$ cat config.mk
export PLATFORM = sky130hd
export DESIGN_NAME = state_trace_fifo_flat
export DESIGN_NICKNAME = d
export VERILOG_FILES = /design/src/rtl/state_trace_fifo_if.sv /design/src/rtl/state_trace_fifo.sv /design/src/flat_wrapper.sv
export SDC_FILE = /design/constraint.sdc
export NUM_CORES = 1
export LEC_CHECK = 0
export ABC_AREA = 1
export BUFFER_PORTS_ARGS = -buffer_cell sky130_fd_sc_hd__buf_4
export CAP_MARGIN = 30
export CORE_MARGIN = 4
export CORE_UTILIZATION = 30
export CTS_BUF_LIST = sky130_fd_sc_hd__clkbuf_8
export DETAILED_ROUTE_END_ITERATION = 8
export PLACE_DENSITY = 0.53
export SYNTH_ARGS = -nofsm -noshare
export SYNTH_HDL_FRONTEND = slang
export SYNTH_SLANG_ARGS = --single-unit
$ cat constraint.sdc
create_clock -name clk -period 7.65 [get_ports clk]
set_input_delay 0.3825 -clock clk [delete_from_list [all_inputs] [get_ports clk]]
set_output_delay 0.3825 -clock clk [all_outputs]
set_load 0.005 [all_outputs]
$ cat src/rtl/state_trace_fifo_if.sv
// Record stream from state_trace_fifo to its consumer.
// A record transfers on every rising clk edge where rec_valid && rec_ready. rec_data is stable while rec_valid=1 and not yet accepted.
interface state_trace_fifo_if #(
  parameter int TS_WIDTH = 16
);
  logic                  rec_valid;
  logic                  rec_ready;
  logic [TS_WIDTH+3:0]   rec_data;

  modport master (output rec_valid, output rec_data, input rec_ready);
  modport slave  (input rec_valid, input rec_data, output rec_ready);
endinterface

$ cat src/rtl/state_trace_fifo.sv
// Timestamps every change of the upstream 2-bit state code into a FWFT record FIFO.
// Optional STATE_TRACE_OVF_COUNT_EN adds the saturating ovf_count output.
module state_trace_fifo #(
  parameter int TS_WIDTH = 16,
  parameter int DEPTH    = 8
) (
  input  logic                     clk,
  input  logic                     reset,
  input  logic [1:0]               state_code,
  input  logic                     clear,
  state_trace_fifo_if.master       rec,
  output logic [$clog2(DEPTH):0]   level,
  output logic                     overflow
`ifdef STATE_TRACE_OVF_COUNT_EN
  ,
  output logic [7:0]               ovf_count
`endif
);

  localparam int AW = $clog2(DEPTH);
  localparam int PW = AW + 1;
  localparam int RW = TS_WIDTH + 4;
  localparam logic [TS_WIDTH-1:0] TS_ONE = 1;
  localparam logic [PW-1:0]       PTR_ONE = 1;

  logic [1:0]          last_code;
  logic [TS_WIDTH-1:0] ts;
  logic [RW-1:0]       mem [DEPTH];
  logic [RW-1:0]       head_q;
  logic [RW-1:0]       new_rec;
  logic [PW-1:0]       wr_ptr;
  logic [PW-1:0]       rd_ptr;
  logic [PW-1:0]       rd_next;
  logic                empty;
  logic                full;
  logic                evt;
  logic                pop;
  logic                push;
  logic                drop;

  // clear outranks push, pop and drop, so all three are gated by it here.
  always_comb begin
    empty   = (wr_ptr == rd_ptr);
    full    = (wr_ptr[AW] != rd_ptr[AW]) && (wr_ptr[AW-1:0] == rd_ptr[AW-1:0]);
    evt     = (state_code != last_code);
    pop     = !empty && rec.rec_ready && !clear;
    push    = evt && !clear && (!full || pop);
    drop    = evt && !clear && full && !pop;
    new_rec = {last_code, state_code, ts};
    rd_next = pop ? (rd_ptr + PTR_ONE) : rd_ptr;
  end

  always_ff @(posedge clk) begin
    if (push) begin
      mem[wr_ptr[AW-1:0]] <= new_rec;
    end
  end

  // head_q mirrors the entry at the read pointer; it only changes when a new
  // head exists, so rec_data keeps its last value once the FIFO drains.
  always_ff @(posedge clk or posedge reset) begin
    if (reset) begin
      last_code <= 2'b00;
      ts        <= '0;
      wr_ptr    <= '0;
      rd_ptr    <= '0;
      head_q    <= '0;
      overflow  <= 1'b0;
    end else begin
      last_code <= state_code;
      ts        <= ts + TS_ONE;
      if (clear) begin
        wr_ptr   <= '0;
        rd_ptr   <= '0;
        overflow <= 1'b0;
      end else begin
        if (push) begin
          wr_ptr <= wr_ptr + PTR_ONE;
        end
        rd_ptr <= rd_next;
        if (drop) begin
          overflow <= 1'b1;
        end
        if (rd_next == wr_ptr) begin
          if (push) begin
            head_q <= new_rec;
          end
        end else begin
          head_q <= mem[rd_next[AW-1:0]];
        end
      end
    end
  end

`ifdef STATE_TRACE_OVF_COUNT_EN
  always_ff @(posedge clk or posedge reset) begin
    if (reset) begin
      ovf_count <= 8'd0;
    end else if (clear) begin
      ovf_count <= 8'd0;
    end else if (drop && (ovf_count != 8'hFF)) begin
      ovf_count <= ovf_count + 8'd1;
    end
  end
`endif

  assign rec.rec_valid = !empty;
  assign rec.rec_data  = head_q;
  assign level         = wr_ptr - rd_ptr;

endmodule

$ cat src/flat_wrapper.sv
// flat-port wrapper written by rule: the top's interface ports become plain ports
module state_trace_fifo_flat 
#(
  parameter int TS_WIDTH = 16,
  parameter int DEPTH    = 8
)
  (clk, reset, state_code, clear, level, overflow, rec_rec_valid, rec_rec_data, rec_rec_ready);
  state_trace_fifo_if #(.TS_WIDTH(TS_WIDTH)) rec_i ();
  input  logic clk;
  input  logic reset;
  input  logic [1:0] state_code;
  input  logic clear;
  output logic [$clog2(DEPTH):0] level;
  output logic overflow;
  output wire logic [$bits(rec_i.rec_valid)-1:0] rec_rec_valid;
  output wire logic [$bits(rec_i.rec_data)-1:0] rec_rec_data;
  input wire logic [$bits(rec_i.rec_ready)-1:0] rec_rec_ready;
  assign rec_rec_valid = rec_i.rec_valid;
  assign rec_rec_data = rec_i.rec_data;
  assign rec_i.rec_ready = rec_rec_ready;
  state_trace_fifo #(.TS_WIDTH(TS_WIDTH), .DEPTH(DEPTH)) u_core (.clk(clk), .reset(reset), .state_code(state_code), .clear(clear), .rec(rec_i), .level(level), .overflow(overflow));
endmodule
---- Word level (Yosys, flattened, before mapping) ----
Memory sizes are Yosys's and may differ from the RTL's.
Cells that the tools add are included.
word-level totals
  register bits after elaboration ......... 47
  memory bits (writable) .................. 160
  bits of input ports ..................... 6
  output and inout bits ................... 26
  logic and storage cells ................. 43
  memories kept ........................... 1
memory list
  name        depth  bits a word  read ports  clocked after Yosys merged registers in  write ports  line                    source
  u_core.mem  8      20           1           0                                        1            state_trace_fifo.sv:28  logic [RW-1:0] mem [DEPTH];
operators by class
  $add $sub $neg .......................... 4
  equal/unequal tests ..................... 6
  multiplexer cells ....................... 10
  bitwise logic cells ..................... 1
  reductions and logical operators ........ 15
operators with widths
  cell                     count
  $mux W20                 2
  $add A16 B1 Y16 const B  1
  $mux W4                  4
  $add A4 B1 Y4 const B    2
  $eq A4 B4 Y1             2
  $logic_and A1 B1 Y1      7
  $logic_not A1 Y1         4
  $mux W1                  4
  $reduce_bool A2 Y1       2
  $sub A4 B4 Y4            1
  $eq A3 B3 Y1             1
  $ne A2 B1 Y1 const B     1
  $ne A2 B2 Y1             1
  $reduce_and A2 Y1        1
  $logic_or A1 B1 Y1       1
  $ne A1 B1 Y1             1
  $not A1 Y1               1

---- Longest topological paths before layout ----
Gate-level depths: netlist (run 1).
  depth after elaboration ................. 8
  mapped depth ............................ 18
  mapped depth without buffers ............ 17

---- Worst setup path after synthesis (run 1) ----
OpenSTA, ideal clock, no wires.
  path type ............................... reg2reg
  from .................................... register u_core.rd_ptr[1]
  to ...................................... memory u_core.mem[6][0] (netlist bit), enable pin
  library setup time ...................... 422 ps
  data arrival time ....................... 2,965 ps
  data required time ...................... 7,228 ps
  path slack .............................. 4,263 ps
  cell stages (with the launch flop) ...... 12
  buffers on the path ..................... 0
  clock period less this slack ............ 3,387 ps
  cell sequence ........................... dfrtp_1 -> inv_1 -> ha_1 -> nand2_1 -> nor2_4 -> nand2_4 -> nand2_2 -> nand3_1 -> nand3_1 -> inv_1 -> nand2_1 -> nor3_1
between the ends
  longest elaborated chain between the ends .. 8
  elaborated cells between the ends (all ways) .. 11
  those cells by class .................... 2 x eq/ne; 2 x mux; 7 x reduce/logical
ends and longest elaborated chain
  element                            line                    source
  from (decl)                        state_trace_fifo.sv:32  logic [PW-1:0] rd_ptr;
  from (signal assigned)             state_trace_fifo.sv:80  rd_ptr <= rd_next;
  $eq A4 B4 Y1                       state_trace_fifo.sv:43  empty = (wr_ptr == rd_ptr);
  $logic_not A1 Y1                   -
  via rec_rec_valid                  flat_wrapper.sv:15      output wire logic [$bits(rec_i.rec_valid)-1:0] rec_rec_valid;
  $logic_and A1 B1 Y1 (2 in series)  state_trace_fifo.sv:46  pop = !empty && rec.rec_ready && !clear;
  $logic_or A1 B1 Y1                 state_trace_fifo.sv:47  push = evt && !clear && (!full || pop);
  $logic_and A1 B1 Y1                state_trace_fifo.sv:47
  $mux W1                            state_trace_fifo.sv:54  if (push) begin
  $mux W1 (implied by the code)      state_trace_fifo.sv:55  mem[wr_ptr[AW-1:0]] <= new_rec;
  to (decl)                          state_trace_fifo.sv:28
The timed path passes the listed nets, and every way through them passes these cells.

---- Worst setup path in the final report (run 1) ----
  from .................................... register u_core.rd_ptr[1]
  to ...................................... register u_core.head_q[15] (netlist: u_core.rec.rec_data[15])
between the ends
  longest elaborated chain between the ends .. 8
  elaborated cells between the ends (all ways) .. 16
  those cells by class .................... 1 x add/sub; 4 x eq/ne; 2 x mux; 8 x reduce/logical; 1 x memory
ends and longest elaborated chain
  element                                                                 line                    source
  parallel branches: the longest is 8 deep, another holds $mem_v2 Z8 W20  -
  to (signal assigned)                                                    state_trace_fifo.sv:86  head_q <= new_rec;
  to (signal assigned)                                                    state_trace_fifo.sv:89  head_q <= mem[rd_next[AW-1:0]];
  to (decl)                                                               state_trace_fifo.sv:29  logic [RW-1:0] head_q;
Several ways; the timed one is not identified.
A chain may end at the register's enable or synchronous reset.

==> metrics, run 1 <==
leakage power=4.758 nW; Syn-to-layout area delta=14.10%; Site Rows=64; final core occ=34.70%; sequential share of the synthesized area=64.12%; drt total wl=23,690 µm; CTS Buffer Depth=3; Post-synth EDFFs=160; DIE WIDTH=184.3 µm; share of cells above drive strength 1=11.47%; total grt overflow=0; Cell Area, Synth=9328 µm²; Critical Path Sink Type=register; H-tree depth=2; clk sinks=207; WL/cell=17.05 µm; vias in the first global route=6,341; Worst EP required=8100 ps; initial antenna violation count=0; Placer Congestion=0.7881; Most used DFF post-synth=edfxtp_1; Setup Skew=20.05 ps; Cell variety after synth=26; First-pass DRT Iterations=4; dpl hpwl=13,070 µm; IO Count=32; Clock Tree Root=clkbuf_8; Syn Area/Cell=10.06 µm²; IO buf count=31; post-CTS sizing=0; pwr dens=284.5 nW/µm²; setup repair bufs after CTS=0; status=finished, final reports clean; multi-input combinational cell area=2552 µm²; clock-pin slew on the worst setup and hold paths=60 ps; Setup Viol. Count Final=0; Max Slew Vio Count=0; Synth area leaders=edfxtp_1 (52%), dfrtp_1 (13%), nand3_1 (12%); Tot Pwr=3.028 mW; Worst Tran Pin Value=967.1 ps; Post-CTS Hold Fix Bufs=0; sequential cell area=5981 µm²; CTS tree=done; HP Class=in2async; Synth async-reset ratio=22.71%; RSZ-0062 raised after global routing=false; max-cap violations=0; WS Path Type=reg2reg; Skew-Pair Late Insertion Delay=530 ps; Fmax achieved=0.2122 GHz; post-route minimum period=4712 ps; Syn Inst Count=927; syn_nets=940; DRC errors left=0; crit path launch type=register; starting density of the core=30.41%; diode count=0; gr usage total=13.98%; Fill cells=3,106; cell taking the most area after synthesis=edfxtp_1; largest net degree at the start of global routing=84; Slew HR=35.46%; Core Area=30,670 µm²; Yosys warning count=0; Setup TNS Final=0 ps; Hold Vio Cnt, Final=0; crit share post-route=61.59%; Worst IR Drop VDD=0.0001073 V; die height=184.3 µm; CP Max Fanout=82; die area=33,980 µm²; CP arrival=5160 ps; Via Count=6,457; post-synth top area share=51.51%; drt via density=4.645; layout net count=978; TritonCTS buffer count=37; Starting DRT DRC Count=459; number of synthesized register bits=207; antenna-violating nets left=0; first-pass GRT wire length=36,830 µm
-- sequential cells by signal, indices dropped and copies added, names as in the netlist --
name,cells
u_core.mem,160
u_core.overflow,1
u_core.ts,16
u_core.rec.rec_data,20
u_core.rd_ptr,4
u_core.last_code,2
u_core.wr_ptr,4
-- cells in the final DEF (no fill, tap or decap), drive strengths merged, types with 9 or more instances in the layout --
cell	netlist	layout
buf	33	44
clkbuf	12	43
clkinv	0	9
dfrtp	47	47
edfxtp	160	160
inv	157	172
nand2	218	218
nand3	218	218
nand3b	20	20
nor2	20	20
xnor2	10	10
xor2	9	9
-- report_power, final --
group          total (mW)  switching (mW)  internal, mW
registers            1.37          0.0683          1.30
logic               0.698           0.455         0.242
clock network       0.961           0.449         0.512
total                3.03           0.973          2.05
-- stage by stage --
stage          std cells  area [µm²]  setup WS [ps]  hold WS [ps]
4_1_cts             1390       10640           2898         60.38
5_1_grt             1390       10640           2410         61.24
3_3_place_gp        1322        9948           3065         477.8
2_1_floorplan        927        9328           4263         413.9
6_report            1390       10640           2938         77.74
3_5_place_dp        1322        9948           2920         470.5
-- path summary, 6_finish.rpt --
kind                                                     start                             endpoint  slack, ps  cells after the start
max                                 u_core.rd_ptr[1]$_DFF_PP0_  u_core.rec.rec_data[15]$_DFFE_PP0P_       2940                     17
min                                                      reset              u_core.ts[11]$_DFF_PP0_         80                      3
max reg2reg                         u_core.rd_ptr[1]$_DFF_PP0_  u_core.rec.rec_data[15]$_DFFE_PP0P_       2940                     17
min reg2reg                u_core.rec.rec_data[10]$_DFFE_PP0P_  u_core.rec.rec_data[10]$_DFFE_PP0P_        490                      2
max in group asynchronous                                reset        u_core.last_code[1]$_DFF_PP0_       7080                      3
min in group clk                                 state_code[1]        u_core.last_code[1]$_DFF_PP0_         80                      1
-- cells in the mapped netlist (3+ instances only) --
library cell / instances
edfxtp_1: 160
nand4_1: 3
xor2_1: 9
inv_1: 154
xnor2_1: 10
inv_2: 3
a21oi_1: 4
nand2_4: 3
nand2_2: 4
o21ai_0: 6
nand2_1: 211
ha_1: 6
nor2_1: 18
nand3_1: 217
nand3b_1: 20
clkbuf_1: 12
dfrtp_1: 47
buf_2: 29
-- critical path, cell delays in order (launching register included) --
cell     delay, ps
dfrtp_1        440
inv_1           90
ha_1           300
nand2_1        130
nor2_4          50
nand2_4        100
nand2_2        110
nand2_4        690
nand2_4        770
nand2_1        220
nand2_1         70
nor2_1         120
nand2_2        390
nand2_1        200
nand2_2        290
inv_2          420
nand2_1         90
nand2_1         90
-- area by class of cell --
class / count / area share, %
clock buffers: 43 / 5.561
clock inverters: 25 / 0.9640
inverters: 157 / 5.537
multi-input cells: 518 / 23.98
flip-flops and latches: 207 / 56.20
well taps: 396 / 4.656
repair buffers: 44 / 3.104
-- per-layer routing --
metal | GRT usage (%) | part of all wire [%]
met5 | 0 | 0
met1 | 19.84 | 47
met4 | 4.555 | 2.3
met3 | 2.566 | 5.4
met2 | 21.76 | 46
-- cells by family (layout without fill, tap and decap cells) --
| family | Yosys count | count (layout) | share of synthesized area [%] |
|---|---|---|---|
| AOI/OAI and AO/OA | 11 | 11 | 0.6171 |
| xor gates and xnor gates | 19 | 19 | 1.784 |
| adders and majority gates | 7 | 7 | 1.019 |
| buffers and inverters | 202 | 269 | 8.759 |
| DFF | 207 | 207 | 64.12 |
| and+or+nand+nor | 481 | 481 | 23.70 |
Note: power is estimated with default switching activity, not from simulation.
==> inputs of run 2 (changes only) <==
ABC_AREA = 0   (was 1)
PLACE_DENSITY = 0.55   (was 0.53)
clock period = 3.8 ns   (was 7.65 ns; I/O delays follow)
==> run 2 against run 1 <==
Net effect: critical endpoint is now u_core.rec.rec_data[12]$_DFFE_PP0P_; largest power group unchanged; clock power grew 110%; largest cell class unchanged; total power up 130%; die area rose by 0.67%; first-iteration DRC count increased by 51%; final cell count decreased by 13%.
==> metrics, run 2 <==
status=finished, final reports clean; Fill cells=3,029 (-2.5%); die area=34,200 µm² (+0.67%); Hold Vio Cnt, Final=0 (unchanged); CP Max Fanout=80 (-2.4%); most frequent cell after synthesis=edfxtp_1; HP Class=in2reg; TritonCTS buffer count=36 (-2.7%); Tot Pwr=6.935 mW (+130%); largest delay contributor family on the critical path=compound AO/OA/AOI/OAI gates; CP arrival=3490 ps (-1670 ps); cell taking the most area after synthesis=edfxtp_1; sequential cell area=5981 µm² (unchanged); DIE WIDTH=184.9 µm (+0.33%); CTS Buffer Depth=3 (unchanged); gr usage total=14.90% (+0.92 points); Most used DFF post-synth=edfxtp_1; initial antenna violation count=0 (unchanged); Synth async-reset ratio=22.71% (unchanged); syn_nets=755 (-20%); post-synth top area share=51.15% (-0.36 points); multi-input combinational cell area=3083 µm² (+21%); clk sinks=207 (unchanged); Reg2Reg Setup Slack=720 ps (-2220 ps); drt via density=5.328 (+15%); setup repair bufs after CTS=0 (unchanged); Fmax achieved=0.3250 GHz (+53%); Setup Skew=26.00 ps (+5.954 ps); Setup Viol. Count Final=0 (unchanged); First-pass DRT Iterations=6 (+2); Syn-to-layout area delta=15.36%; number of synthesized register bits=207 (unchanged); commonest non-fill, non-tap cell in the layout=edfxtp_1; total grt overflow=0 (unchanged); starting density of the core=30.55% (+0.13 points); die height=184.9 µm (+0.33%); hold_ws=119.7 ps (+41.98 ps); CTS tree=done; Syn Area/Cell=12.66 µm² (+26%); first-pass GRT wire length=39,370 µm (+6.9%); clock-pin slew on the worst setup and hold paths=60 ps (about the same); largest net degree at the start of global routing=81 (-3.6%); WL/cell=21.19 µm (+24%); sequential share of the synthesized area=63.67% (-0.44 points); Cell Area, Synth=9393 µm² (+0.70%); Core Area=30,750 µm² (+0.26%); WS Path Type=reg2reg; Worst Tran Pin Value=985.7 ps (+18.56 ps); dpl hpwl=12,950 µm (-0.90%); Worst EP required=4210 ps (-3890 ps); Max Slew Vio Count=0 (unchanged); DRC errors left=0 (unchanged); IO buf count=31 (unchanged); leakage power=3.735 nW (-21%); vias in the first global route=6,397 (+0.88%); Clock Tree Root=clkbuf_8; post-CTS sizing=0 (unchanged); max reg flops=160 (unchanged); Site Rows=64 (unchanged); H-tree depth=2 (unchanged); pwr dens=640.1 nW/µm² (+120%); crit path max-delay cell type=buf_4; critical path, cell by cell=ha_1 > and4_1 > a22o_2 > buf_4 > o21ai_0 > nand3_1 > nand4_1 > a221oi_2; crit path launch type=register; layout net count=794 (-19%); Yosys warning count=0 (unchanged); Synth area leaders=edfxtp_1 (51%), dfrtp_1 (13%), nand3_1 (4.8%); Starting DRT DRC Count=694 (+51%); Worst IR Drop VDD=0.0003772 V (+250%); diode count=0 (unchanged); IO Count=32 (unchanged); Slew HR=34.29% (-1.2 points); Skew-Pair Late Insertion Delay=530 ps (about the same); max-cap violations=0 (unchanged); most frequent cells in the layout=edfxtp_1 (160), nand3_1 (91), buf_4 (59); Syn Inst Count=742 (-20%); Post-synth top cells=edfxtp_1 (160), nand3_1 (91), dfrtp_1 (47); drt total wl=25,530 µm (+7.7%); Buf/Inv on CP=1 (-1); Setup TNS Final=0 ps (unchanged); Placer Congestion=0.7750 (-1.7%); RSZ-0062 raised after global routing=false; share of cells above drive strength 1=19.28% (+7.8 points); antenna-violating nets left=0 (unchanged); Cell variety after synth=54 (+110%); crit share post-route=80.98% (+19 points); Via Count=6,420 (-0.57%); Max stage delay on crit path=640 ps (-130 ps); post-route minimum period=3077 ps (-1635 ps); Post-CTS Hold Fix Bufs=3 (+3); Critical Path Sink Type=register; Post-synth EDFFs=160 (unchanged)
-- run 2: cell count changes after synthesis, moves of 17 or more --
cell | previous run | this run
inv_1 | 154 | 13
nand2_1 | 211 | 13
o22ai_1 | 0 | 41
o21ai_0 | 6 | 46
mux2i_1 | 0 | 18
clkbuf_1 | 12 | 30
a221oi_2 | 0 | 20
nand4_1 | 3 | 24
and2b_1 | 0 | 17
nor3_1 | 2 | 46
a21oi_1 | 4 | 46
nand3b_1 | 20 | 0
nand3_1 | 217 | 91
-- run 2: final cells by class --
| class | count | area share (%) |
|---|---|---|
| clock inverter | 26 | 1.513 |
| sequential | 207 | 55.20 |
| inverter | 13 | 0.4503 |
| timing repair buffer | 64 | 4.734 |
| clock buffer | 40 | 5.081 |
| multi-input combinational | 459 | 28.45 |
| tap | 396 | 4.573 |
-- run 2: per-layer routing --
metal | up-vias | track usage [%] | share of wire [%] | wire length [µm]
li1 | 2937 | - | - | -
met1 | 3210 | 21.24 | 46 | 11620
met2 | 230 | 23.51 | 47 | 11890
met3 | 43 | 2.592 | 5.7 | 1456
met4 | 0 | 4.257 | 2.2 | 566
met5 | - | 0 | 0 | 0
-- run 2: worst paths after layout --
| check | startpoint | depth (start not counted) | to |
|---|---|---|---|
| worst max-delay path | u_core.wr_ptr[1]$_DFFE_PP0P_ | 8 | u_core.rec.rec_data[12]$_DFFE_PP0P_ |
| worst min-delay path | clear | 2 | u_core.rd_ptr[1]$_DFF_PP0_ |
| worst max register to register | u_core.wr_ptr[1]$_DFFE_PP0P_ | 8 | u_core.rec.rec_data[12]$_DFFE_PP0P_ |
| worst min register to register | u_core.overflow$_DFFE_PP0P_ | 2 | u_core.overflow$_DFFE_PP0P_ |
| max in group asynchronous | reset | 4 | u_core.rec.rec_data[12]$_DFFE_PP0P_ |
| min in group asynchronous | reset | 3 | u_core.ts[5]$_DFF_PP0_ |
-- run 2: cells by family after synthesis --
logic type               share of synthesized area [%]
AND/OR/NAND/NOR                                  13.61
flip-flops                                       63.67
AO/OA/AOI/OAI                                    13.04
buffers and inverters                            4.236
XOR/XNOR                                         2.504
multiplexers                                     1.918
adder cells (fa/ha/maj)                          1.012
-- run 2: per-stage QoR --
stage          cells  area (µm²)  util (%)  setup slack (ps)
2_1_floorplan    742        9393         -            -329.4
3_3_place_gp    1135       10070     32.75             694.4
3_5_place_dp    1136       10090     32.82             810.2
4_1_cts         1205       10840     35.24             789.5
5_1_grt         1205       10840     35.24             510.6
6_report        1205       10840     35.24             722.9
-- run 2: where the power goes --
| group | total (mW) | internal (mW) | switching [mW] | leakage, nW |
|---|---|---|---|---|
| registers | 2.71 | 2.60 | 0.116 | 1.96 |
| clock network | 2.01 | 1.11 | 0.901 | 0.403 |
| logic | 2.22 | 0.846 | 1.37 | 1.37 |
| total | 6.94 | 4.55 | 2.39 | 3.74 |
==> inputs of run 3 (changes only) <==
clock period = 2.7 ns   (was 3.8 ns; I/O delays follow)
==> run 3 against run 2 <==
Net effect: sequential power grew 44%; non-clock buffer count grew 22; final cell count rose by 2.2%; critical endpoint is now u_core.rec.rec_data[14]$_DFFE_PP0P_; largest cell class unchanged; largest power group unchanged; highest routed layer unchanged.
==> metrics, run 3 (same netlist as run 2, synthesis figures left out) <==
met1 Use GR=22.52% (+1.3 points); leakage power=3.886 nW (+4.0%); HP Class=in2reg; WL/cell=21.73 µm (+2.6%); Syn-to-layout area delta=19.36%; fin area=11,210 µm² (+3.5%); commonest non-fill, non-tap cell in the layout=edfxtp_1; diode count=0 (unchanged); clk sinks=207 (unchanged); Setup Skew=20.76 ps (-5.246 ps); DIE WIDTH=184.9 µm (unchanged); Hold Vio Cnt, Final=0 (unchanged); CTS tree=done; Via Count=6,553 (+2.1%); vias in the first global route=6,567 (+2.7%); Buf/Inv on CP=2 (+1); Worst IR Drop VDD=0.0003983 V (+5.6%); CTS Buffer Depth=3 (unchanged); RSZ-0062 raised after global routing=false; worst hold path depth=4 (+2); first-pass GRT wire length=41,150 µm (+4.5%); crit path launch type=register; Worst Tran Pin Value=635.0 ps (-350.7 ps); pwr dens=897.1 nW/µm² (+40%); total grt overflow=0 (unchanged); post-route minimum period=2536 ps (-540.7 ps); die area=34,200 µm² (unchanged); R2R depth=9 (+1); layout net count=820 (+3.3%); H-tree depth=2 (unchanged); drt total wl=26,770 µm (+4.9%); largest delay contributor family on the critical path=compound AO/OA/AOI/OAI gates; largest net degree at the start of global routing=81 (unchanged); crit share post-route=93.94% (+13 points); max-cap violations=0 (unchanged); First-pass DRT Iterations=5 (-1); max reg flops=160 (unchanged); Area after DPL=10,390 µm² (+3.0%); GRT busiest layer=met2; Starting DRT DRC Count=672 (-3.2%); Tot Pwr=10.06 mW (+45%); Fmax achieved=0.3942 GHz (+21%); Core Area=30,750 µm² (unchanged); Max Slew Vio Count=0 (unchanged); Site Rows=64 (unchanged); WS Path Type=reg2reg; IO buf count=31 (unchanged); Setup Viol. Count Final=0 (unchanged); Skew-Pair Late Insertion Delay=530 ps (about the same); Max stage delay on crit path=520 ps (-120 ps); clock-pin slew on the worst setup and hold paths=60 ps (about the same); TritonCTS buffer count=38 (+5.6%); status=finished, final reports clean; share of cells above drive strength 1=23.21% (+3.9 points); drt via density=5.319 (-0.17%); final core occ=36.46% (+1.2 points); antenna-violating nets left=0 (unchanged); Clock Tree Root=clkbuf_8; CP Max Fanout=10 (-88%); IO Count=32 (unchanged); initial antenna violation count=0 (unchanged); most frequent cells in the layout=edfxtp_1 (160), nand3_1 (90), buf_4 (73); starting density of the core=30.55% (unchanged); critical path, cell by cell=buf_4 > ha_1 > and3b_1 > o21ai_1 > a21oi_1 > nor4_4 > buf_4 > a21oi_4 > a221oi_2; die height=184.9 µm (unchanged); DRC errors left=0 (unchanged); Critical Path Sink Type=register; dpl hpwl=14,750 µm (+14%); CP arrival=2910 ps (-580 ps); gr usage total=15.68% (+0.78 points); Worst EP required=3070 ps (-1140 ps); crit path max-delay cell type=a21oi_4; Slew HR=57.57% (+23 points); Placer Congestion=0.8142 (+5.1%); Crit path depth=9 (+1); most frequent CP cell=buf_4; GRT met2 Usage=24.05% (+0.54 points); Global Route met3 Usage=2.887% (+0.29 points)
==> run 3: final timing paths <==
kind                                             from                                   to  slack [ps]
max in group asynchronous                       reset              u_core.ts[12]$_DFF_PP0_        1810
hold reg to reg                u_core.ts[0]$_DFF_PP0_               u_core.ts[1]$_DFF_PP0_         570
min in group asynchronous                       reset   u_core.rec.rec_data[2]$_DFFE_PP0P_         250
setup reg to reg           u_core.rd_ptr[1]$_DFF_PP0_  u_core.rec.rec_data[14]$_DFFE_PP0P_         160
hold / removal                          rec_rec_ready           u_core.rd_ptr[1]$_DFF_PP0_         150
setup / recovery           u_core.rd_ptr[1]$_DFF_PP0_  u_core.rec.rec_data[14]$_DFFE_PP0P_         160
==> run 3: layout make-up <==
| class | instances | area [µm²] |
|---|---|---|
| repair buffers | 86 | 754.5 |
| flip-flops and latches | 207 | 5983 |
| fillers | 2990 | 19540 |
| multi-input cells | 461 | 3206 |
| well taps | 396 | 495.5 |
| inverters | 13 | 48.80 |
| clock buffers | 42 | 578.1 |
| clock inverters | 27 | 145.1 |
==> run 3: routing by layer <==
| layer | part of all wire [%] | vias to the layer above |
|---|---|---|
| met5 | 0 | - |
| li1 | - | 2994 |
| met2 | 46 | 201 |
| met3 | 5.8 | 52 |
| met4 | 2.7 | 0 |
| met1 | 46 | 3306 |
==> run 3: report_power, final <==
part	total, mW	switching [mW]	internal, mW
registers	3.89	0.229	3.66
clock network	2.83	1.30	1.53
logic	3.34	1.98	1.35
total	10.1	3.52	6.54
==> run 3: worst reg2reg max path, cell delays in order, from the launching register on <==
cell	delay [ps]
dfrtp_1	420
buf_4	150
ha_1	360
and3b_1	210
o21ai_1	80
a21oi_1	240
nor4_4	80
buf_4	150
a21oi_4	520
a221oi_2	160
==> run 3: stage by stage <==
stage          TNS [ps]  hold WS, ps  setup WS [ps]  instances
6_report              0        153.1          163.5       1232
5_1_grt               0        185.3          1.992       1232
4_1_cts               0        130.8          29.00       1230
3_5_place_dp     -730.6        258.5         -58.88       1155
3_3_place_gp     -178.5        262.2         -11.19       1155
2_1_floorplan         0        166.4          19.07        742
==> run 3: repair_timing <==
item | in CTS | in global routing
gates resized for setup | 3 | 5
setup endpoints to repair | 20 | 25
cloned | 2 | 0
hold endpoints to repair | 41 | 0
hold buffers | 4 | 0
pin swaps | 2 | 1
buffers inserted | 0 | 2
